===== config.mk =====
export PLATFORM = sky130hd
export DESIGN_NAME = if_stage_ibuf
export DESIGN_NICKNAME = d
export VERILOG_FILES = /design/src/rtl/if_pkg.sv /design/src/rtl/if_sync_fifo.sv /design/src/rtl/if_stage_ibuf.sv
export SDC_FILE = /design/constraint.sdc
export NUM_CORES = 1
export LEC_CHECK = 0
export ABC_CLOCK_PERIOD_IN_PS = 9900
export BUFFER_PORTS_ARGS = -buffer_cell sky130_fd_sc_hd__buf_2
export CORE_MARGIN = 2
export CORE_UTILIZATION = 55
export DETAILED_ROUTE_END_ITERATION = 12
export GPL_TIMING_DRIVEN = 0
export PLACE_DENSITY = 0.82
export SLEW_MARGIN = 5
export SYNTH_ARGS = -nofsm -noshare
export SYNTH_HDL_FRONTEND = slang
export SYNTH_HIERARCHICAL = 1
export SYNTH_SLANG_ARGS = --single-unit

===== constraint.sdc =====
create_clock -name clk -period 9.9 [get_ports clk]
set_input_delay 1.98 -clock clk [delete_from_list [all_inputs] [get_ports clk]]
set_output_delay 1.98 -clock clk [all_outputs]
set_load 0.005 [all_outputs]

===== src/rtl/if_pkg.sv =====
// Shared definitions for the instruction-fetch stage.
//   BR_BUS_W / FS_TO_DS_BUS_W : bus widths toward ID/EXE
//   IF_RESET_PC               : default first fetch address
//   BR_*_BIT                  : field positions inside br_bus
//   fs_entry_t                : one instruction-buffer entry {adef, inst, pc}
package if_pkg;
  localparam int BR_BUS_W       = 35;
  localparam int FS_TO_DS_BUS_W = 65;
  localparam logic [31:0] IF_RESET_PC = 32'h1C00_0000;

  // br_bus = {br_stall, br_taken_cancel, br_taken, br_target[31:0]}
  localparam int BR_STALL_BIT  = 34;
  localparam int BR_CANCEL_BIT = 33;
  localparam int BR_TAKEN_BIT  = 32;

  typedef struct packed {
    logic        adef;
    logic [31:0] inst;
    logic [31:0] pc;
  } fs_entry_t;
endpackage


===== src/rtl/if_sync_fifo.sv =====
// Synchronous FIFO with occupancy count and flush.
//   clk, reset : clock, synchronous active-high reset
//   flush      : drop all entries (wins over push/pop)
//   push/din   : write an entry
//   pop        : retire the head (ignored when empty)
//   dout       : current head, read straight from storage
//   count      : number of valid entries; empty/full derived from it
// Depth need not be a power of two; pointers wrap explicitly.
module if_sync_fifo #(
  parameter int WIDTH = 32,
  parameter int DEPTH = 2,
  localparam int PW = (DEPTH > 1) ? $clog2(DEPTH) : 1,
  localparam int CW = $clog2(DEPTH + 1)
) (
  input  logic             clk,
  input  logic             reset,
  input  logic             flush,
  input  logic             push,
  input  logic [WIDTH-1:0] din,
  input  logic             pop,
  output logic [WIDTH-1:0] dout,
  output logic [CW-1:0]    count,
  output logic             empty,
  output logic             full
);
  logic [WIDTH-1:0] mem [DEPTH];
  logic [PW-1:0]    rd_ptr, wr_ptr;
  logic             pop_en;

  function automatic logic [PW-1:0] nxt(input logic [PW-1:0] p);
    return (p == PW'(DEPTH - 1)) ? '0 : p + PW'(1);
  endfunction

  assign empty  = (count == '0);
  assign full   = (count == CW'(DEPTH));
  assign pop_en = pop & ~empty;
  assign dout   = mem[rd_ptr];

  always_ff @(posedge clk) begin
    if (push) mem[wr_ptr] <= din;
  end

  always_ff @(posedge clk) begin
    if (reset || flush) begin
      rd_ptr <= '0;
      wr_ptr <= '0;
      count  <= '0;
    end else begin
      if (push)   wr_ptr <= nxt(wr_ptr);
      if (pop_en) rd_ptr <= nxt(rd_ptr);
      count <= count + CW'(push) - CW'(pop_en);
    end
  end

  // Callers guarantee a slot for every push and never pop an empty queue.
  always_ff @(posedge clk) begin
    if (!reset && !flush) begin
      assert (!(push && full && !pop));
      assert (!(pop && empty));
    end
  end
endmodule


===== src/rtl/if_stage_ibuf.sv =====
// Instruction-fetch stage with several outstanding inst_sram reads and an
// instruction buffer feeding ID.
//   clk, reset            : clock, synchronous active-high reset
//   ds_allowin            : ID takes the buffer head this cycle
//   br_bus                : {br_stall, br_taken_cancel, br_taken, br_target}
//   fs_to_ds_valid/bus    : buffer head {adef, inst, pc}
//   inst_sram_*           : read-only SRAM-like request/response port
//   wb_ex / wb_ertn       : exception / ertn commit, redirect to csr_eentry / csr_era
// Redirects flush the buffer and leave in-flight requests to be dropped by
// a discard counter as they return.
module if_stage_ibuf
  import if_pkg::*;
#(
  parameter logic [31:0] RESET_PC   = IF_RESET_PC,
  parameter int          MAX_OUTST  = 2,
  parameter int          IBUF_DEPTH = 4
) (
  input  logic                      clk,
  input  logic                      reset,
  input  logic                      ds_allowin,
  input  logic [BR_BUS_W-1:0]       br_bus,
  output logic                      fs_to_ds_valid,
  output logic [FS_TO_DS_BUS_W-1:0] fs_to_ds_bus,
  output logic                      inst_sram_req,
  output logic                      inst_sram_wr,
  output logic [3:0]                inst_sram_wstrb,
  output logic [1:0]                inst_sram_size,
  output logic [31:0]               inst_sram_addr,
  output logic [31:0]               inst_sram_wdata,
  input  logic [31:0]               inst_sram_rdata,
  input  logic                      inst_sram_addr_ok,
  input  logic                      inst_sram_data_ok,
  input  logic                      wb_ex,
  input  logic                      wb_ertn,
  input  logic [31:0]               csr_eentry,
  input  logic [31:0]               csr_era
);
  localparam int OW = $clog2(MAX_OUTST + 1);
  localparam int IW = $clog2(IBUF_DEPTH + 1);

  logic        br_stall, br_taken, redirect, handshake;
  logic [31:0] br_target, redirect_pc, fetch_pc, pcq_head;
  logic        halt, live_none, adef_push, data_push, ibuf_push, ibuf_pop;
  logic        ibuf_empty, ibuf_full, room;
  logic [OW-1:0] outst, discard;
  logic [IW-1:0] ibuf_count;
  fs_entry_t   ibuf_din, ibuf_head;
  logic        pcq_empty_unused, pcq_full_unused, cancel_unused;

  assign br_target     = br_bus[31:0];
  assign br_taken      = br_bus[BR_TAKEN_BIT];
  assign br_stall      = br_bus[BR_STALL_BIT];
  assign cancel_unused = br_bus[BR_CANCEL_BIT];

  assign redirect    = wb_ex | wb_ertn | (br_taken & ~br_stall);
  assign redirect_pc = wb_ex ? csr_eentry : wb_ertn ? csr_era : br_target;

  // Count outstanding reads against the buffer so every return has a slot.
  assign room = (int'(ibuf_count) + int'(outst)) < IBUF_DEPTH;
  assign inst_sram_req = ~reset & ~redirect & ~br_stall & ~halt
                       & (fetch_pc[1:0] == 2'b00)
                       & (int'(outst) < MAX_OUTST) & room;
  assign handshake = inst_sram_req & inst_sram_addr_ok;

  assign inst_sram_wr    = 1'b0;
  assign inst_sram_wstrb = 4'b0;
  assign inst_sram_size  = 2'b10;
  assign inst_sram_addr  = fetch_pc;
  assign inst_sram_wdata = 32'b0;

  // Misaligned pc raises ADEF only once nothing live is still in flight,
  // so it lands in the buffer after all older instructions.
  assign live_none = (outst == discard);
  assign adef_push = ~reset & ~redirect & ~halt & (fetch_pc[1:0] != 2'b00)
                   & live_none & ~ibuf_full;
  assign data_push = inst_sram_data_ok & (discard == '0) & ~redirect;
  assign ibuf_push = adef_push | data_push;
  assign ibuf_pop  = ds_allowin & ~ibuf_empty & ~redirect;

  always_comb begin
    ibuf_din = '{adef: 1'b0, inst: inst_sram_rdata, pc: pcq_head};
    if (adef_push) ibuf_din = '{adef: 1'b1, inst: 32'b0, pc: fetch_pc};
  end

  if_sync_fifo #(.WIDTH(32), .DEPTH(MAX_OUTST)) u_pcq (
    .clk(clk), .reset(reset), .flush(1'b0),
    .push(handshake), .din(fetch_pc), .pop(inst_sram_data_ok),
    .dout(pcq_head), .count(outst),
    .empty(pcq_empty_unused), .full(pcq_full_unused)
  );

  if_sync_fifo #(.WIDTH(FS_TO_DS_BUS_W), .DEPTH(IBUF_DEPTH)) u_ibuf (
    .clk(clk), .reset(reset), .flush(redirect),
    .push(ibuf_push), .din(ibuf_din), .pop(ibuf_pop),
    .dout(ibuf_head), .count(ibuf_count),
    .empty(ibuf_empty), .full(ibuf_full)
  );

  assign fs_to_ds_valid = ~ibuf_empty;
  assign fs_to_ds_bus   = ibuf_head;

  always_ff @(posedge clk) begin
    if (reset) begin
      fetch_pc <= RESET_PC;
      discard  <= '0;
      halt     <= 1'b0;
    end else if (redirect) begin
      fetch_pc <= redirect_pc;
      // Everything still outstanding after this cycle belongs to the old path.
      discard  <= outst - OW'(inst_sram_data_ok);
      halt     <= 1'b0;
    end else begin
      if (handshake) fetch_pc <= fetch_pc + 32'd4;
      if (inst_sram_data_ok && discard != '0) discard <= discard - OW'(1);
      if (adef_push) halt <= 1'b1;
    end
  end
endmodule

==> results of run 1 <==
power breakdown:
part | internal (mW) | switching [mW] | leakage [nW]
registers | 1.73 | 0.0306 | 3.30
logic | 0.0897 | 0.101 | 3.27
clock network | 0.806 | 0.546 | 0.565
total | 2.62 | 0.678 | 7.13
cell type report:
class | instances | share of cell area, %
clock buffers | 48 | 5.07
flip-flops and latches | 373 | 55.0
clock inverters | 16 | 0.931
repair buffers | 238 | 6.65
plain buffers | 96 | 3.29
multi-input cells | 587 | 26.2
inverters | 23 | 0.443
well taps | 390 | 2.50
per-stage QoR:
| stage | std cells | hold WS, ns | power, mW | setup WS, ns |
|---|---|---|---|---|
| 5_1_grt | 1771 | 0.520 | 3.41 | 4.03 |
| 2_1_floorplan | 1079 | 0.469 | 1.89 | 4.42 |
| 3_5_place_dp | 1707 | 0.461 | 1.98 | 4.20 |
| 3_3_place_gp | 1702 | 0.449 | 1.97 | 2.79 |
| 6_report | 1771 | 0.468 | 3.30 | 4.14 |
| 4_1_cts | 1771 | 0.471 | 3.33 | 4.19 |
layout by cell type, fill, tap and decap left out, types with 13 or more instances in the layout:
| master | instances |
|---|---|
| clkbuf_1 | 37 |
| nand2_1 | 107 |
| mux4_2 | 65 |
| mux2_4 | 30 |
| edfxtp_1 | 324 |
| and2_1 | 34 |
| clkbuf_16 | 37 |
| nand3_1 | 14 |
| dfxtp_1 | 49 |
| buf_2 | 242 |
| inv_1 | 23 |
| mux2_2 | 19 |
| buf_4 | 40 |
| nor2_1 | 23 |
| a211oi_1 | 31 |
| conb_1 | 44 |
| xnor2_1 | 17 |
| a21oi_1 | 18 |
| nor3_1 | 19 |
| mux2i_1 | 28 |
| ha_1 | 13 |
critical path: stages:
cell,delay [ns]
clkbuf_1,0.28
nor3_1,0.13
inv_1,0.19
buf_1,0.42
buf_1,0.50
nor3_1,0.11
buf_2,0.16
worst paths after layout:
kind	endpoint	slack [ns]
worst max-delay path	inst_sram_req	4.14
worst min-delay path	u_pcq/mem[1][8]	0.47
worst max register to register	u_ibuf/mem[3][51]	5.98
worst min register to register	u_pcq/mem[1][8]	0.47
registers in the layout, indices dropped and copies added (netlist names), named ones only:
signal,flops
halt,1
u_ibuf/count,3
u_ibuf/wr_ptr,2
u_ibuf/rd_ptr,2
u_pcq/wr_ptr,1
u_pcq/count,2
u_ibuf/mem,260
u_pcq/mem,64
discard,2
inst_sram_addr,32
u_pcq/rd_ptr,1
metal layers:
metal | up-vias | share of wire [%] | GRT usage, %
li1 | 4543 | - | -
met3 | 69 | 7.0 | 4.37
met2 | 440 | 52 | 43.2
met4 | 0 | 2.4 | 7.06
met5 | - | 0 | 0
met1 | 4886 | 38 | 29.4
==> impl_metrics.json, run 1 <==
{
  "fin_crit_sh_pct": 58.2,
  "rsz0062_at_grt": "no",
  "finalClockSkew_ns": 0.0175,
  "crit_type": "in2out",
  "ys.warnings.count": 6,
  "hold_buffers": 0,
  "clock.fmax_ghz": 0.174,
  "antenna_found_initial": 0,
  "reg2regPathDepth": 8,
  "vias": 9938,
  "rr_startpoint": "inst_sram_addr[1]",
  "leakagePower_nw": 7.13,
  "cts_resized": 0,
  "cts_tree": "done",
  "postSynthCellCount": 1037,
  "required_ns": 7.92,
  "drt_iter0_markers": 629,
  "setup_tns_ns": 0,
  "maxSlewViolCount": 0,
  "cts_buffers": 36,
  "rows": 63,
  "drtPass1Iterations": 5,
  "wl_microns": 37100,
  "timing.slew.headroom_pct": 46.3,
  "layout_min_cycle_time_ns": 5.76,
  "synth.cell_area_sq_um": 16400,
  "viasPerCell": 5.61,
  "crit_fanout": 10,
  "avgSynthCellArea_sq_um": 15.8,
  "power_density_nw_per_um2": 169,
  "ff_latch_area_sq_um": 10700,
  "whs_path_depth": 0,
  "nets": 1507,
  "clk_pin_slew_ns": 0.06,
  "portBuffers": 233,
  "start_util_pct": 55.5,
  "crit_path_end_kind": "primary output",
  "peakVddDrop_uv": 125,
  "clock_sinks": 373,
  "worst_ep_arrival_time_ns": 3.78,
  "tightest_slew_ns": 0.806,
  "gp_congestion": 0.944,
  "hold_path.class": "reg2reg",
  "grt_max_degree": 53,
  "insertion_delay_ns": 0.52,
  "cts-root-buf": "clkbuf_16",
  "drive_above_1_share_pct": 34.5,
  "drtAntennaViolNets": 0,
  "htreeDepth": 2,
  "cts_setup_buffers": 0,
  "grt_pass1_vias": 9972,
  "dieArea_sq_um": 31100,
  "io_pins": 276,
  "grtUsageTotal_pct": 23.9,
  "grt-ovfl-total": 0,
  "postLayoutCellArea_sq_um": 19500,
  "multiInputGateArea_sq_um": 5100,
  "placed_cell_area_sq_um": 18300,
  "maxCapViolCount": 0,
  "antenna_cells": 0,
  "finalHoldViolations": 0,
  "die_w_microns": 176,
  "setup.worst_path.start": "wb_ertn",
  "die_h_microns": 176,
  "wl_per_cell_microns": 20.9,
  "status": "complete, no violations",
  "grt_pass1_wl_microns": 56500,
  "area_delta_synth_final_pct": 19.1,
  "fillerInstances": 2091,
  "setup_violations": 0,
  "utilization_pct": 66.1,
  "worstSetupStartpointType": "input pin",
  "clock_path_buffers": 3,
  "drc": 0,
  "hpwl_microns": 25600,
  "hp-start": "inst_sram_addr[8]",
  "core_sq_um": 29500
}
Note: power is estimated with default switching activity, not from simulation.
==> inputs of run 2 (changes only) <==
--- a/config.mk
+++ b/config.mk
@@ -5,13 +5,13 @@
 export SDC_FILE = /design/constraint.sdc
 export NUM_CORES = 1
 export LEC_CHECK = 0
-export ABC_CLOCK_PERIOD_IN_PS = 9900
+export ABC_CLOCK_PERIOD_IN_PS = 4700
 export BUFFER_PORTS_ARGS = -buffer_cell sky130_fd_sc_hd__buf_2
 export CORE_MARGIN = 2
-export CORE_UTILIZATION = 55
+export CORE_UTILIZATION = 51
 export DETAILED_ROUTE_END_ITERATION = 12
 export GPL_TIMING_DRIVEN = 0
-export PLACE_DENSITY = 0.82
+export PLACE_DENSITY = 0.8
 export SLEW_MARGIN = 5
 export SYNTH_ARGS = -nofsm -noshare
 export SYNTH_HDL_FRONTEND = slang
==> constraint.sdc (replaced) <==
create_clock -name clk -period 4.7 [get_ports clk]
set_input_delay 0.94 -clock clk [delete_from_list [all_inputs] [get_ports clk]]
set_output_delay 0.94 -clock clk [all_outputs]
set_load 0.005 [all_outputs]
==> impl_metrics.json, run 2 (synthesized netlist as in run 1, its figures left out) <==
{
  "grtUsageTotal_pct": 21.7,
  "layout_min_cycle_time_ns": 3.94,
  "antenna_found_initial": 0,
  "fillerInstances": 2330,
  "clock_sinks": 373,
  "hold_buffers": 0,
  "max_stage_delay_ns": 0.59,
  "drtPass1Iterations": 5,
  "largest_reg_flops": 260,
  "insertion_delay_ns": 0.53,
  "grt_pass1_wl_microns": 55400,
  "most-common-layout-cells": "edfxtp_1, buf_2, nand2_1, mux4_2, dfxtp_1",
  "rows": 65,
  "whs_path_depth": 0,
  "gp_congestion": 0.935,
  "combPwrFrac_pct": 5.7,
  "maxSlewViolCount": 0,
  "clock.fmax_ghz": 0.254,
  "status": "complete, no violations",
  "crit_type": "reg2reg",
  "cts_resized": 0,
  "grt_max_degree": 51,
  "cp_top_family": "simple AND/OR/NAND/NOR gates",
  "reg2reg_slack_ns": 0.76,
  "cts_setup_buffers": 0,
  "dieArea_sq_um": 33500,
  "cts_buffers": 38,
  "fin_crit_sh_pct": 83.8,
  "top_register": "u_ibuf/mem",
  "crit_path_end_kind": "flip-flop",
  "rr_startpoint": "inst_sram_addr[0]",
  "final_common_cell": "edfxtp_1",
  "io_pins": 276,
  "finalClockSkew_ns": 0.0292,
  "reg2regPathDepth": 8,
  "die_h_microns": 183,
  "clockPowerShare_pct": 42.2,
  "drt_iter0_markers": 466,
  "viasPerCell": 5.51,
  "htreeDepth": 2,
  "pre_cts_ws_ns": 0.405,
  "cts-root-buf": "clkbuf_16",
  "clock_path_buffers": 3,
  "drc": 0,
  "hold_path.class": "reg2reg",
  "crit_fanout": 40,
  "cp_slowest_cell": "or4_1",
  "postLayoutCellArea_sq_um": 19600,
  "hpwl_microns": 25400,
  "dp_cells": 1719,
  "required_ns": 4.89,
  "grt-ovfl-total": 0,
  "worst_ep_arrival_time_ns": 4.13,
  "leakagePower_nw": 7.16,
  "intPower_mw": 5.63,
  "rsz0062_at_grt": "no",
  "p_sw_mw": 1.47,
  "worstSetupStartpointType": "flip-flop",
  "peakVddDrop_uv": 191,
  "power_density_nw_per_um2": 363,
  "drive_above_1_share_pct": 34.8,
  "core_sq_um": 31600,
  "antenna_cells": 0,
  "placed_cell_area_sq_um": 18300,
  "portBuffers": 233,
  "clk_pin_slew_ns": 0.06,
  "critPathBufInv": 3,
  "hold_end": "u_pcq/mem[1][8]",
  "nets": 1509,
  "crit_chain": "nor2_1 > or4_1 > or4_1 > clkbuf_1 > clkbuf_1 > nand2_1 > and2_4 > buf_16",
  "hp-start": "inst_sram_addr[8]",
  "grt_pass1_vias": 9957,
  "timing.slew.headroom_pct": 44.1,
  "start_util_pct": 51.8,
  "tightest_slew_ns": 0.838,
  "seq_power_share_pct": 52.2,
  "post-route-worst-setup-slack_ns": 0.763,
  "wl_per_cell_microns": 20.6,
  "power_mw": 7.10,
  "wl_microns": 36700,
  "maxCapViolCount": 0,
  "r2r-end": "u_ibuf/mem[0][40]",
  "drtAntennaViolNets": 0,
  "fin_cells": 1782,
  "p_sw_share_pct": 20.7,
  "die_w_microns": 183,
  "vias": 9822,
  "finalHoldViolations": 0,
  "cp_num_cells": 8,
  "cts_tree": "done",
  "area_delta_synth_final_pct": 19.6,
  "setup_violations": 0
}
run 2: cell types whose count changed in the layout (fill, tap and decap cells not counted):
cell / previous run / this run
clkinvlp_4: 1 / 2
bufinv_16: 4 / 5
clkinv_2: 2 / 3
inv_6: 2 / 1
clkinv_1: 7 / 4
clkbuf_16: 37 / 39
clkbuf_1: 37 / 36
clkbuf_8: 2 / 1
run 2: metal layers:
metal  routed length (microns)  up-vias  track usage [%]
met3                      2550       59             4.09
met2                     18700      445             38.4
met4                       915        0             6.91
met1                     14500     4785             27.1
li1                          -     4533                -
met5                         0        -                0
run 2: metrics by stage:
step	TNS [ns]	hold WS, ns	util (%)
2_1_floorplan	0	0.469	-
3_3_place_gp	-398.14	0.455	57.6
3_5_place_dp	0	0.494	58.1
4_1_cts	0	0.510	62.0
5_1_grt	0	0.529	62.0
6_report	0	0.509	62.0
run 2: cell type report:
class	count	area, sq um	share of cell area [%]
buffer	96	641	3.28
clock buffer	48	1020	5.21
clock inverter	15	204	1.04
inverter	23	86.3	0.441
multi-input combinational	587	5100	26.1
sequential	373	10700	54.8
tap	402	503	2.57
timing repair buffer	238	1300	6.63
run 2: worst max-delay path by stage:
stage	startpoint	slack (ns)	end
5_1_grt	inst_sram_addr[1]	0.50	u_ibuf/mem[0][47]
4_1_cts	inst_sram_addr[1]	0.74	u_ibuf/mem[0][47]
6_report	inst_sram_addr[0]	0.76	u_ibuf/mem[0][40]
3_3_place_gp	wb_ex	-1.49	u_ibuf/mem[0][52]
3_5_place_dp	wb_ex	0.41	u_ibuf/mem[0][47]
2_1_floorplan	wb_ertn	0.26	u_ibuf/mem[0][0]
run 2: worst reg2reg max path, stage by stage, from the launching register on:
cell and delay [ns]:
dfxtp_1 0.51, nor2_1 0.16, or4_1 0.59, or4_1 0.44, clkbuf_1 0.37, clkbuf_1 0.36, nand2_1 0.32, and2_4 0.51
buf_16 0.31
run 2: power by group through the flow:
stage	Combinational [mW]	Clock (mW)	Sequential, mW
2_1_floorplan	0.228	0	3.75
3_3_place_gp	0.386	0	3.77
3_5_place_dp	0.398	0	3.77
4_1_cts	0.402	3.03	3.70
5_1_grt	0.441	3.18	3.71
6_report	0.402	2.99	3.70
==> inputs of run 3 (changes only) <==
--- a/config.mk
+++ b/config.mk
@@ -5,7 +5,7 @@
 export SDC_FILE = /design/constraint.sdc
 export NUM_CORES = 1
 export LEC_CHECK = 0
-export ABC_CLOCK_PERIOD_IN_PS = 4700
+export ABC_CLOCK_PERIOD_IN_PS = 3200
 export BUFFER_PORTS_ARGS = -buffer_cell sky130_fd_sc_hd__buf_2
 export CORE_MARGIN = 2
 export CORE_UTILIZATION = 51
==> constraint.sdc (replaced) <==
create_clock -name clk -period 3.2 [get_ports clk]
set_input_delay 0.64 -clock clk [delete_from_list [all_inputs] [get_ports clk]]
set_output_delay 0.64 -clock clk [all_outputs]
set_load 0.005 [all_outputs]
==> impl_metrics.json, run 3 (synthesized netlist as in run 1, its figures left out) <==
{
  "drtPass1Iterations": 5,
  "clock_path_buffers": 3,
  "p_sw_mw": 2.18,
  "cts_tree": "done",
  "clockPowerShare_pct": 42.3,
  "placed_cell_area_sq_um": 18300,
  "clock_sinks": 373,
  "use_met1_pct": 28.0,
  "busiest_layer": "met2",
  "gp_congestion": 0.896,
  "postLayoutCellArea_sq_um": 19700,
  "drtAntennaViolNets": 0,
  "max_stage_delay_ns": 0.61,
  "io_pins": 276,
  "crit_fanout": 51,
  "hold_buffers": 0,
  "post-route-worst-setup-slack_ns": 0.165,
  "antenna_cells": 0,
  "power_density_nw_per_um2": 532,
  "largest_reg_flops": 260,
  "cp_num_cells": 6,
  "grt_pass1_wl_microns": 55900,
  "start_util_pct": 51.8,
  "leakagePower_nw": 7.21,
  "crit_chain": "nor2_1 > or4_1 > or4_4 > nand2_2 > and2_4 > buf_16",
  "clock.fmax_ghz": 0.330,
  "top_register": "u_ibuf/mem",
  "p_sw_share_pct": 20.8,
  "rsz0062_at_grt": "no",
  "seq_power_share_pct": 52.1,
  "use_met2_pct": 37.1,
  "reg2regPathDepth": 6,
  "whs_path_depth": 2,
  "power_mw": 10.5,
  "wl_per_cell_microns": 20.6,
  "grt_max_degree": 55,
  "cts-root-buf": "clkbuf_16",
  "worst_ep_arrival_time_ns": 3.22,
  "core_sq_um": 31600,
  "cp_top_family": "simple AND/OR/NAND/NOR gates",
  "hold_path.class": "in2reg",
  "combPwrFrac_pct": 5.7,
  "drive_above_1_share_pct": 35.9,
  "finalHoldViolations": 0,
  "fin_crit_sh_pct": 94.8,
  "drt_iter0_markers": 720,
  "grt_pass1_vias": 9858,
  "finalClockSkew_ns": 0.0186,
  "area_delta_synth_final_pct": 20.2,
  "cts_buffers": 38,
  "peakVddDrop_uv": 336,
  "tightest_slew_ns": 0.901,
  "htreeDepth": 2,
  "crit_type": "reg2reg",
  "grtUsageTotal_pct": 22.0,
  "most-common-layout-cells": "edfxtp_1, buf_2, nand2_1, mux4_2, dfxtp_1",
  "viasPerCell": 5.43,
  "intPower_mw": 8.28,
  "setup_violations": 0,
  "pre_cts_ws_ns": -0.754,
  "hpwl_microns": 25100,
  "crit_path_end_kind": "flip-flop",
  "cp_slowest_cell": "or4_4",
  "portBuffers": 233,
  "insertion_delay_ns": 0.53,
  "layout_min_cycle_time_ns": 3.03,
  "timing.slew.headroom_pct": 39.4,
  "grt-ovfl-total": 0,
  "fillerInstances": 2341,
  "die_w_microns": 183,
  "status": "complete, no violations",
  "antenna_found_initial": 0,
  "maxSlewViolCount": 0,
  "required_ns": 3.38,
  "maxCapViolCount": 0,
  "critPathBufInv": 1,
  "vias": 9702,
  "worstSetupStartpointType": "flip-flop",
  "rows": 65,
  "drc": 0,
  "dieArea_sq_um": 33500,
  "gr-usage-met3_pct": 4.92,
  "clk_pin_slew_ns": 0.06,
  "nets": 1511,
  "die_h_microns": 183,
  "hold_ws_ns": 0.451,
  "wl_microns": 36900,
  "final_common_cell": "edfxtp_1"
}
==> run 3: final cells by class <==
class	count	area, sq um	area share (%)
clock inverter	19	204	1.04
sequential	373	10700	54.5
inverter	23	86.3	0.439
buffer	94	637	3.24
timing repair buffer	242	1360	6.94
tap	402	503	2.56
clock buffer	47	1050	5.33
multi-input combinational	587	5100	26.0
==> run 3: worst paths after layout <==
kind | start | slack, ns | end
worst min-delay path | reset | 0.45 | u_pcq/count[1]
worst max register to register | inst_sram_addr[1] | 0.17 | u_ibuf/mem[3][43]
worst min register to register | inst_sram_addr[8] | 0.49 | u_pcq/mem[0][8]
worst max-delay path | inst_sram_addr[1] | 0.17 | u_ibuf/mem[3][43]
==> run 3: timing repair <==
item,CTS,global route
setup endpoints to repair,264,103
gates resized for setup,4,5
buffers inserted,3,0
pin swaps,2,0
gates cloned,1,0
hold endpoints to repair,0,0
==> run 3: power by group through the flow <==
stage	Sequential (mW)	Combinational, mW	Clock, mW
detailed placement	5.54	0.586	0
floorplan	5.51	0.335	0
global route	5.45	0.654	4.70
finish	5.44	0.591	4.42
global placement	5.54	0.570	0
CTS	5.44	0.593	4.51
==> run 3: metrics by stage <==
step                util, %  std cells  setup TNS [ns]
finish                 62.3       1787               0
global route           62.3       1787               0
CTS                    62.3       1787               0
detailed placement     58.1       1719         -176.48
global placement       57.7       1714         -443.54
floorplan                 -       1079          -62.07
==> run 3: layer usage <==
layer	vias to the layer above	wire, microns
li1	4543	-
met1	4683	15100
met2	396	18000
met3	80	2600
met4	0	1220
met5	-	0
